**src/rtl/mem_arbiter_if.sv**
```systemverilog
// Requester and ram-side bus shared by mem_arbiter and its neighbours.
// The arbiter takes the slave view; the cpu control path and ram take the master view.
interface mem_arbiter_if #(
    parameter int ADDR_W = 32,
    parameter int DATA_W = 32
);
    logic              if_req;
    logic [ADDR_W-1:0] if_addr;
    logic              if_done;
    logic              d_req;
    logic              d_wr;
    logic [ADDR_W-1:0] d_addr;
    logic [DATA_W-1:0] d_wdata;
    logic              d_done;
    logic [DATA_W-1:0] rdata;
    logic              err;
    logic              busy;
    logic              ram_act;
    logic              ram_ldr;
    logic              ram_str;
    logic [31:0]       ram_addr;
    logic [DATA_W-1:0] ram_valin;
    logic [DATA_W-1:0] ram_valout;

    modport slave (
        input  if_req, if_addr, d_req, d_wr, d_addr, d_wdata, ram_valout,
        output if_done, d_done, rdata, err, busy,
        ram_act, ram_ldr, ram_str, ram_addr, ram_valin
    );

    modport master (
        output if_req, if_addr, d_req, d_wr, d_addr, d_wdata, ram_valout,
        input  if_done, d_done, rdata, err, busy,
        ram_act, ram_ldr, ram_str, ram_addr, ram_valin
    );
endinterface

```
**src/rtl/mem_arbiter.sv**
```systemverilog
// Round-robin arbiter sharing one single-port word-addressed ram between
// instruction fetch (IF) and load/store (D); every access is IDLE -> ISSUE -> RESP.
module mem_arbiter #(
    parameter int ADDR_W    = 32,
    parameter int DATA_W    = 32,
    parameter int MEM_WORDS = 64
) (
    input logic           clk,
    input logic           rst,
    mem_arbiter_if.slave  bus
);

    typedef enum logic [1:0] {S_IDLE, S_ISSUE, S_RESP} state_e;
    typedef enum logic       {REQ_IF, REQ_D}           req_e;

    state_e            state_q, state_d;
    req_e              rr_last_q, rr_last_d;
    req_e              owner_q, owner_d;
    logic              wr_q, wr_d;
    logic [ADDR_W-1:0] addr_q, addr_d;
    logic [DATA_W-1:0] wdata_q, wdata_d;
    logic              err_q, err_d;

    req_e              winner;
    logic [ADDR_W-3:0] word_idx;
    logic              out_of_range;

    assign word_idx     = addr_q[ADDR_W-1:2];
    assign out_of_range = {2'b00, word_idx} >= ADDR_W'(MEM_WORDS);

    // NOTE: state registers use non-blocking (<=) so every flop samples the
    // pre-edge value of its _d input, independent of process ordering.
    always_ff @(posedge clk or posedge rst) begin
        if (rst) begin
            state_q   <= S_IDLE;
            rr_last_q <= REQ_IF;
            owner_q   <= REQ_IF;
            wr_q      <= 1'b0;
            addr_q    <= '0;
            wdata_q   <= '0;
            err_q     <= 1'b0;
        end else begin
            state_q   <= state_d;
            rr_last_q <= rr_last_d;
            owner_q   <= owner_d;
            wr_q      <= wr_d;
            addr_q    <= addr_d;
            wdata_q   <= wdata_d;
            err_q     <= err_d;
        end
    end

    // NOTE: every signal written here gets a default first, so no path
    // through the case leaves one unassigned and infers a latch.
    always_comb begin
        state_d   = state_q;
        rr_last_d = rr_last_q;
        owner_d   = owner_q;
        wr_d      = wr_q;
        addr_d    = addr_q;
        wdata_d   = wdata_q;
        err_d     = err_q;
        winner    = REQ_IF;

        case (state_q)
            S_IDLE: begin
                if (bus.if_req || bus.d_req) begin
                    // On a tie the requester that did not win last time goes first.
                    if (bus.if_req && bus.d_req)
                        winner = (rr_last_q == REQ_IF) ? REQ_D : REQ_IF;
                    else
                        winner = bus.d_req ? REQ_D : REQ_IF;

                    owner_d   = winner;
                    rr_last_d = winner;
                    if (winner == REQ_D) begin
                        wr_d    = bus.d_wr;
                        addr_d  = bus.d_addr;
                        wdata_d = bus.d_wdata;
                    end else begin
                        wr_d    = 1'b0;
                        addr_d  = bus.if_addr;
                        wdata_d = '0;
                    end
                    state_d = S_ISSUE;
                end
            end
            S_ISSUE: begin
                err_d   = out_of_range;
                state_d = S_RESP;
            end
            S_RESP:  state_d = S_IDLE;
            default: state_d = S_IDLE;
        endcase
    end

    always_comb begin
        bus.busy      = (state_q != S_IDLE);
        bus.if_done   = 1'b0;
        bus.d_done    = 1'b0;
        bus.rdata     = '0;
        bus.err       = 1'b0;
        bus.ram_act   = 1'b0;
        bus.ram_ldr   = 1'b0;
        bus.ram_str   = 1'b0;
        bus.ram_addr  = '0;
        bus.ram_valin = '0;

        case (state_q)
            S_ISSUE: begin
                bus.ram_addr  = 32'(word_idx);
                bus.ram_valin = wdata_q;
                // Out-of-range indices never touch the ram; the error is reported in RESP.
                if (!out_of_range) begin
                    bus.ram_act = 1'b1;
                    bus.ram_ldr = ~wr_q;
                    bus.ram_str = wr_q;
                end
            end
            S_RESP: begin
                if (owner_q == REQ_D) bus.d_done  = 1'b1;
                else                  bus.if_done = 1'b1;
                bus.err   = err_q;
                bus.rdata = (!err_q && !wr_q) ? bus.ram_valout : '0;
            end
            default: ;
        endcase
    end

endmodule

```
**src/flat_wrapper.sv**
```systemverilog
// flat-port wrapper written by rule: the top's interface ports become plain ports
module mem_arbiter_flat 
#(
    parameter int ADDR_W    = 32,
    parameter int DATA_W    = 32,
    parameter int MEM_WORDS = 64
)
  (clk, rst, bus_if_req, bus_if_addr, bus_d_req, bus_d_wr, bus_d_addr, bus_d_wdata, bus_ram_valout, bus_if_done, bus_d_done, bus_rdata, bus_err, bus_busy, bus_ram_act, bus_ram_ldr, bus_ram_str, bus_ram_addr, bus_ram_valin);
  mem_arbiter_if #(.ADDR_W(ADDR_W), .DATA_W(DATA_W)) bus_i ();
  input logic clk;
  input logic rst;
  input wire logic [$bits(bus_i.if_req)-1:0] bus_if_req;
  input wire logic [$bits(bus_i.if_addr)-1:0] bus_if_addr;
  input wire logic [$bits(bus_i.d_req)-1:0] bus_d_req;
  input wire logic [$bits(bus_i.d_wr)-1:0] bus_d_wr;
  input wire logic [$bits(bus_i.d_addr)-1:0] bus_d_addr;
  input wire logic [$bits(bus_i.d_wdata)-1:0] bus_d_wdata;
  input wire logic [$bits(bus_i.ram_valout)-1:0] bus_ram_valout;
  output wire logic [$bits(bus_i.if_done)-1:0] bus_if_done;
  output wire logic [$bits(bus_i.d_done)-1:0] bus_d_done;
  output wire logic [$bits(bus_i.rdata)-1:0] bus_rdata;
  output wire logic [$bits(bus_i.err)-1:0] bus_err;
  output wire logic [$bits(bus_i.busy)-1:0] bus_busy;
  output wire logic [$bits(bus_i.ram_act)-1:0] bus_ram_act;
  output wire logic [$bits(bus_i.ram_ldr)-1:0] bus_ram_ldr;
  output wire logic [$bits(bus_i.ram_str)-1:0] bus_ram_str;
  output wire logic [$bits(bus_i.ram_addr)-1:0] bus_ram_addr;
  output wire logic [$bits(bus_i.ram_valin)-1:0] bus_ram_valin;
  assign bus_i.if_req = bus_if_req;
  assign bus_i.if_addr = bus_if_addr;
  assign bus_i.d_req = bus_d_req;
  assign bus_i.d_wr = bus_d_wr;
  assign bus_i.d_addr = bus_d_addr;
  assign bus_i.d_wdata = bus_d_wdata;
  assign bus_i.ram_valout = bus_ram_valout;
  assign bus_if_done = bus_i.if_done;
  assign bus_d_done = bus_i.d_done;
  assign bus_rdata = bus_i.rdata;
  assign bus_err = bus_i.err;
  assign bus_busy = bus_i.busy;
  assign bus_ram_act = bus_i.ram_act;
  assign bus_ram_ldr = bus_i.ram_ldr;
  assign bus_ram_str = bus_i.ram_str;
  assign bus_ram_addr = bus_i.ram_addr;
  assign bus_ram_valin = bus_i.ram_valin;
  mem_arbiter #(.ADDR_W(ADDR_W), .DATA_W(DATA_W), .MEM_WORDS(MEM_WORDS)) u_core (.clk(clk), .rst(rst), .bus(bus_i));
endmodule
```
**config.mk**
```make
export PLATFORM = sky130hd
export DESIGN_NAME = mem_arbiter_flat
export DESIGN_NICKNAME = d
export VERILOG_FILES = /design/src/rtl/mem_arbiter_if.sv /design/src/rtl/mem_arbiter.sv /design/src/flat_wrapper.sv
export SDC_FILE = /design/constraint.sdc
export NUM_CORES = 1
export LEC_CHECK = 0
export CORE_ASPECT_RATIO = 0.8
export CORE_MARGIN = 2
export CORE_UTILIZATION = 35
export DETAILED_ROUTE_END_ITERATION = 12
export GPL_TIMING_DRIVEN = 0
export PLACE_DENSITY_LB_ADDON = 0.1
export SLEW_MARGIN = 25
export SYNTH_ARGS = -nofsm -noshare
export SYNTH_HDL_FRONTEND = slang
export SYNTH_SLANG_ARGS = --single-unit
```
**constraint.sdc**
```tcl
create_clock -name clk -period 3 [get_ports clk]
set_input_delay 0.9 -clock clk [delete_from_list [all_inputs] [get_ports clk]]
set_output_delay 0.9 -clock clk [all_outputs]
set_load 0.005 [all_outputs]
```
# == Word level (Yosys, flattened, before mapping) ==
# Cells that the tools add are included.
# totals
regBits,69
in_bits,133
out_inout_bits,103
# op_classes
n_lt_le_gt_ge,1
eq_ne,3
n_mux,24
bitwise_logic,1
reduce_logical,8
# op_table
operator,n
2-to-1 mux 32 bit,5
">= comparator 30 x 7 -> 1 bit, second input constant",1
2-to-1 mux 30 bit,1
2-to-1 mux 1 bit,16
one-hot mux 2 bit (2 select lines),1
"== test 2 x 1 -> 1 bit, second input constant",1
"== test 2 bit, second input constant",1
logical AND 1 bit,2
zero test 1 bit,2
zero test 2 bit,1
2-to-1 mux 2 bit,1
"inequality test 2 x 1 -> 1 bit, second input constant",1
AND reduction 2 bit,1
nonzero test 2 bit,1
logical OR 1 bit,1
NOT 1 bit,1

# == Longest topological paths before layout ==
# logic_depth
ltp_word,5
mapped_depth,5
ltp_nobuf,3

# == Least setup slack after synthesis ==
# OpenSTA, ideal clock, no wires.
# synth_path
path_kind,reg2out
startpoint,register u_core.state_q[0]
endpoint,output port bus_rdata[10]
t_arrival_ns,1.215
t_required_ns,2.100
setup_slack_ns,0.885
stages_incl_launch_ff,5
cell_sequence,dfrtp_1 -> nand2b_1 -> nor3_1 -> clkbuf_1 -> and2_1
# synth_between
elab_chain_len,2
# synth_rtl
element,line,text
"start, declared",mem_arbiter.sv:16,"state_e state_q, state_d;"
"start signal, assigned",mem_arbiter.sv:43,state_q <= state_d;
== test 2 bit,mem_arbiter.sv:109,case (state_q)
2-to-1 mux 32 bit,mem_arbiter.sv:109,
"end, declared",flat_wrapper.sv:21,output wire logic [$bits(bus_i.rdata)-1:0] bus_rdata;
# No other way between the ends.

# == Final worst setup path ==
# layout_path
startpoint,register u_core.state_q[0]
endpoint,output port bus_rdata[19]
# The elaborated chain is that of the path after synthesis.

==> impl_metrics.csv <==
group,metric,value,unit
run_status,outcome,"finished clean",
worst_setup_path,critPathSlowestCell,"clkdlybuf4s50_1",
clock_tree,cts_buffers,9,
global_routing,grt_pass1_vias,3228,
power,leakage,2.92,nW
clock_tree,cts_sinks,67,
clock_tree,cts_max_path_buffers,2,
layout,fin_area,6610,µm²
place,place_hpwl,9.18,mm
layout,antenna-diode-count,0,
global_routing,grt_max_degree,35,
floorplanning,die_area,11300,µm²
worst_setup_path,cp_max_fo,10,
sta,worst_clock_skew,0.00285,ns
synth,synthArstFlopShare,100,%
route,num_vias,3197,
floorplanning,coreArea,10200,µm²
layout,layout.nets,693,
worst_setup_path,crit_family,"buffers and inverters",
place,dpl_cell_area,6150,µm²
route,drtIter0Drc,59,
global_routing,grt_overflow,0,
floorplanning,pin_count,236,
worst_setup_path,end_kind,"output pin",
route,drc,0,
route,viasPerCell,4.53,
power,ir_worst_vdd,0.441,mV
synth,ys_types,26,
synth,yosys_most_used_dff,"dfrtp_1",
floorplanning,initial_core_util,35.9,%
global_routing,grt_usage,20.6,%
clock_tree,cts-root-buf,"clkbuf_16",
sta,hold_viol_final,0,
route,wl_per_cell,16.5,µm
route,routed_wl,11.7,mm
global_routing,antenna_found_initial,0,
route,drt_pass1_iterations,4,
clock_tree,clk_pin_slew,0.05,ns
worst_setup_path,worstPathArrival,2.01,ns
synth,ys_warn_count,0,
sta,report.final.slew_viol_count,0,
layout,syn_to_final_growth,80.7,%
synth,syn-instance-count,311,
floorplanning,die_h,95.4,µm
layout,drive_gt1_share,21.1,%
worst_setup_path,critPathBufInv,3,
sta,fin_crit,2.91,ns
worst_setup_path,critPathRequiredTime,2.10,ns
sta,setup_tns,0,ns
sta,fmax,343,MHz
layout,final_common_cell,"clkdlybuf4s50_1",
synth,ys_ff_latch,67,
clock_tree,clk_latency,0.32,ns
sta,setup_viol,0,
worst_setup_path,start_kind,"flip-flop",
worst_setup_path,slowest_delay,0.50,ns
sta,final.period_utilization,97.1,%
synth,syn_area_per_cell,11.8,µm²
run,drv_cap,0,
synth,synth_edf_count,0,
worst_hold_path,min_path_type,"flip-flop to flip-flop",
worst_hold_path,hold-path-cell-count,1,
worst_setup_path,path_class,"flip-flop to output pin",
worst_setup_path,path_cells,"nand2b_4, nor3_4, buf_4, clkbuf_4, and2_1, clkdlybuf4s50_1",
synth,yosysSeqAreaShare,45.8,%
clock_tree,cts_htree_levels,3,
power,p_per_area,765,nW/µm²
clock_tree,cts_hold_buf,0,
worst_setup_path,worst-path-stages,6,
place,numPortBuffers,229,
synth,syn_area,3660,µm²
global_routing,grt_pass1_wl,17.7,mm
worst_setup_path,reg2reg_depth,4,
layout,final_cell_mix,"clkdlybuf4s50_1 (223), and2_1 (94), dfrtp_1 (67)",
place,place.gp.congestion,0.918,
floorplanning,dieWidth,118,µm
floorplanning,fp-row-count,33,
route,antenna_left,0,
clock_tree,tritoncts,"done",
area by class of cell:
| class | instances | area, µm² |
|---|---|---|
| Sequential cell | 67 | 1680 |
| Clock inverter | 6 | 88.8 |
| Timing Repair Buffer | 238 | 2370 |
| Inverter | 6 | 25.0 |
| Tap cell | 140 | 175 |
| Buffer | 25 | 174 |
| Fill cell | 873 | 3590 |
| Multi-Input combinational cell | 213 | 1850 |
| Clock buffer | 10 | 239 |
power by group:
part | internal [mW] | switching, mW
Combinational | 1.43 | 0.862
Sequential | 1.34 | 0.281
Clock | 0.749 | 0.383
Total | 3.53 | 1.53
path summary, 6_finish.rpt:
check	start	to	slack, ns
max	u_core.state_q[0]	bus_rdata[19]	0.09
min	u_core.wdata_q[12]	u_core.wdata_q[12]	0.49
max reg2reg	u_core.owner_q	u_core.addr_q[30]	1.38
min reg2reg	u_core.wdata_q[12]	u_core.wdata_q[12]	0.49
max in group asynchronous	rst	u_core.addr_q[9]	1.53
min in group asynchronous	rst	u_core.wdata_q[30]	0.94
flip-flops by register name, indices dropped and copies added (netlist names):
signal,cells
u_core.wdata_q,32
u_core.wr_q,1
u_core.owner_q,1
u_core.addr_q,30
u_core.err_q,1
u_core.state_q,2
cells in the mapped netlist, types with 3 or more instances:
library cell / count / area, µm²
nor4_1: 6 / 37.5
nor2_1: 4 / 15.0
clkbuf_1: 7 / 26.3
inv_1: 6 / 22.5
nor3_1: 3 / 15.0
dfrtp_1: 67 / 1680
and2_1: 94 / 588
buf_4: 3 / 22.5
buf_2: 11 / 55.1
a22o_1: 33 / 289
mux2_4: 30 / 450
mux2_2: 30 / 338
buf_6: 3 / 33.8
kinds of logic after synthesis:
group                  share of synthesized area, %
and+or+nand+nor                                19.0
DFF                                            45.8
muxes                                          21.6
AOI/OAI and AO/OA                              8.83
buffers and inverters                          4.65
other                                         0.103
repair_timing:
item                                    in CTS  in global routing
endpoints found under the setup margin      85                 75
resized for setup                           17                 14
setup buffers                                2                  4
endpoints found under the hold margin        0                  0
cloned                                       0                  2
pin swaps                                    1                  1
through the flow:
step                      util, %  instances  setup WS [ns]  hold slack [ns]  total power [mW]
final                        64.8        705         0.0876            0.494              5.05
after global routing         64.8        705        -0.0329            0.503              5.38
after CTS                    64.1        699         0.0145            0.499              5.08
after detailed placement     60.3        682         0.0516            0.483              3.88
after global placement       60.1        681         -0.763            0.479              3.82
after floorplan                 -        312          0.417            0.464              2.77
metal layers:
| metal | global-route usage [%] | share of wire (%) | vias to the layer above |
|---|---|---|---|
| met5 | 0 | 0 | - |
| met2 | 36.2 | 50 | 119 |
| li1 | - | - | 1560 |
| met1 | 24.0 | 41 | 1506 |
| met4 | 5.82 | 1.4 | 0 |
| met3 | 7.24 | 7.8 | 12 |
(Power assumes the default switching activity.)
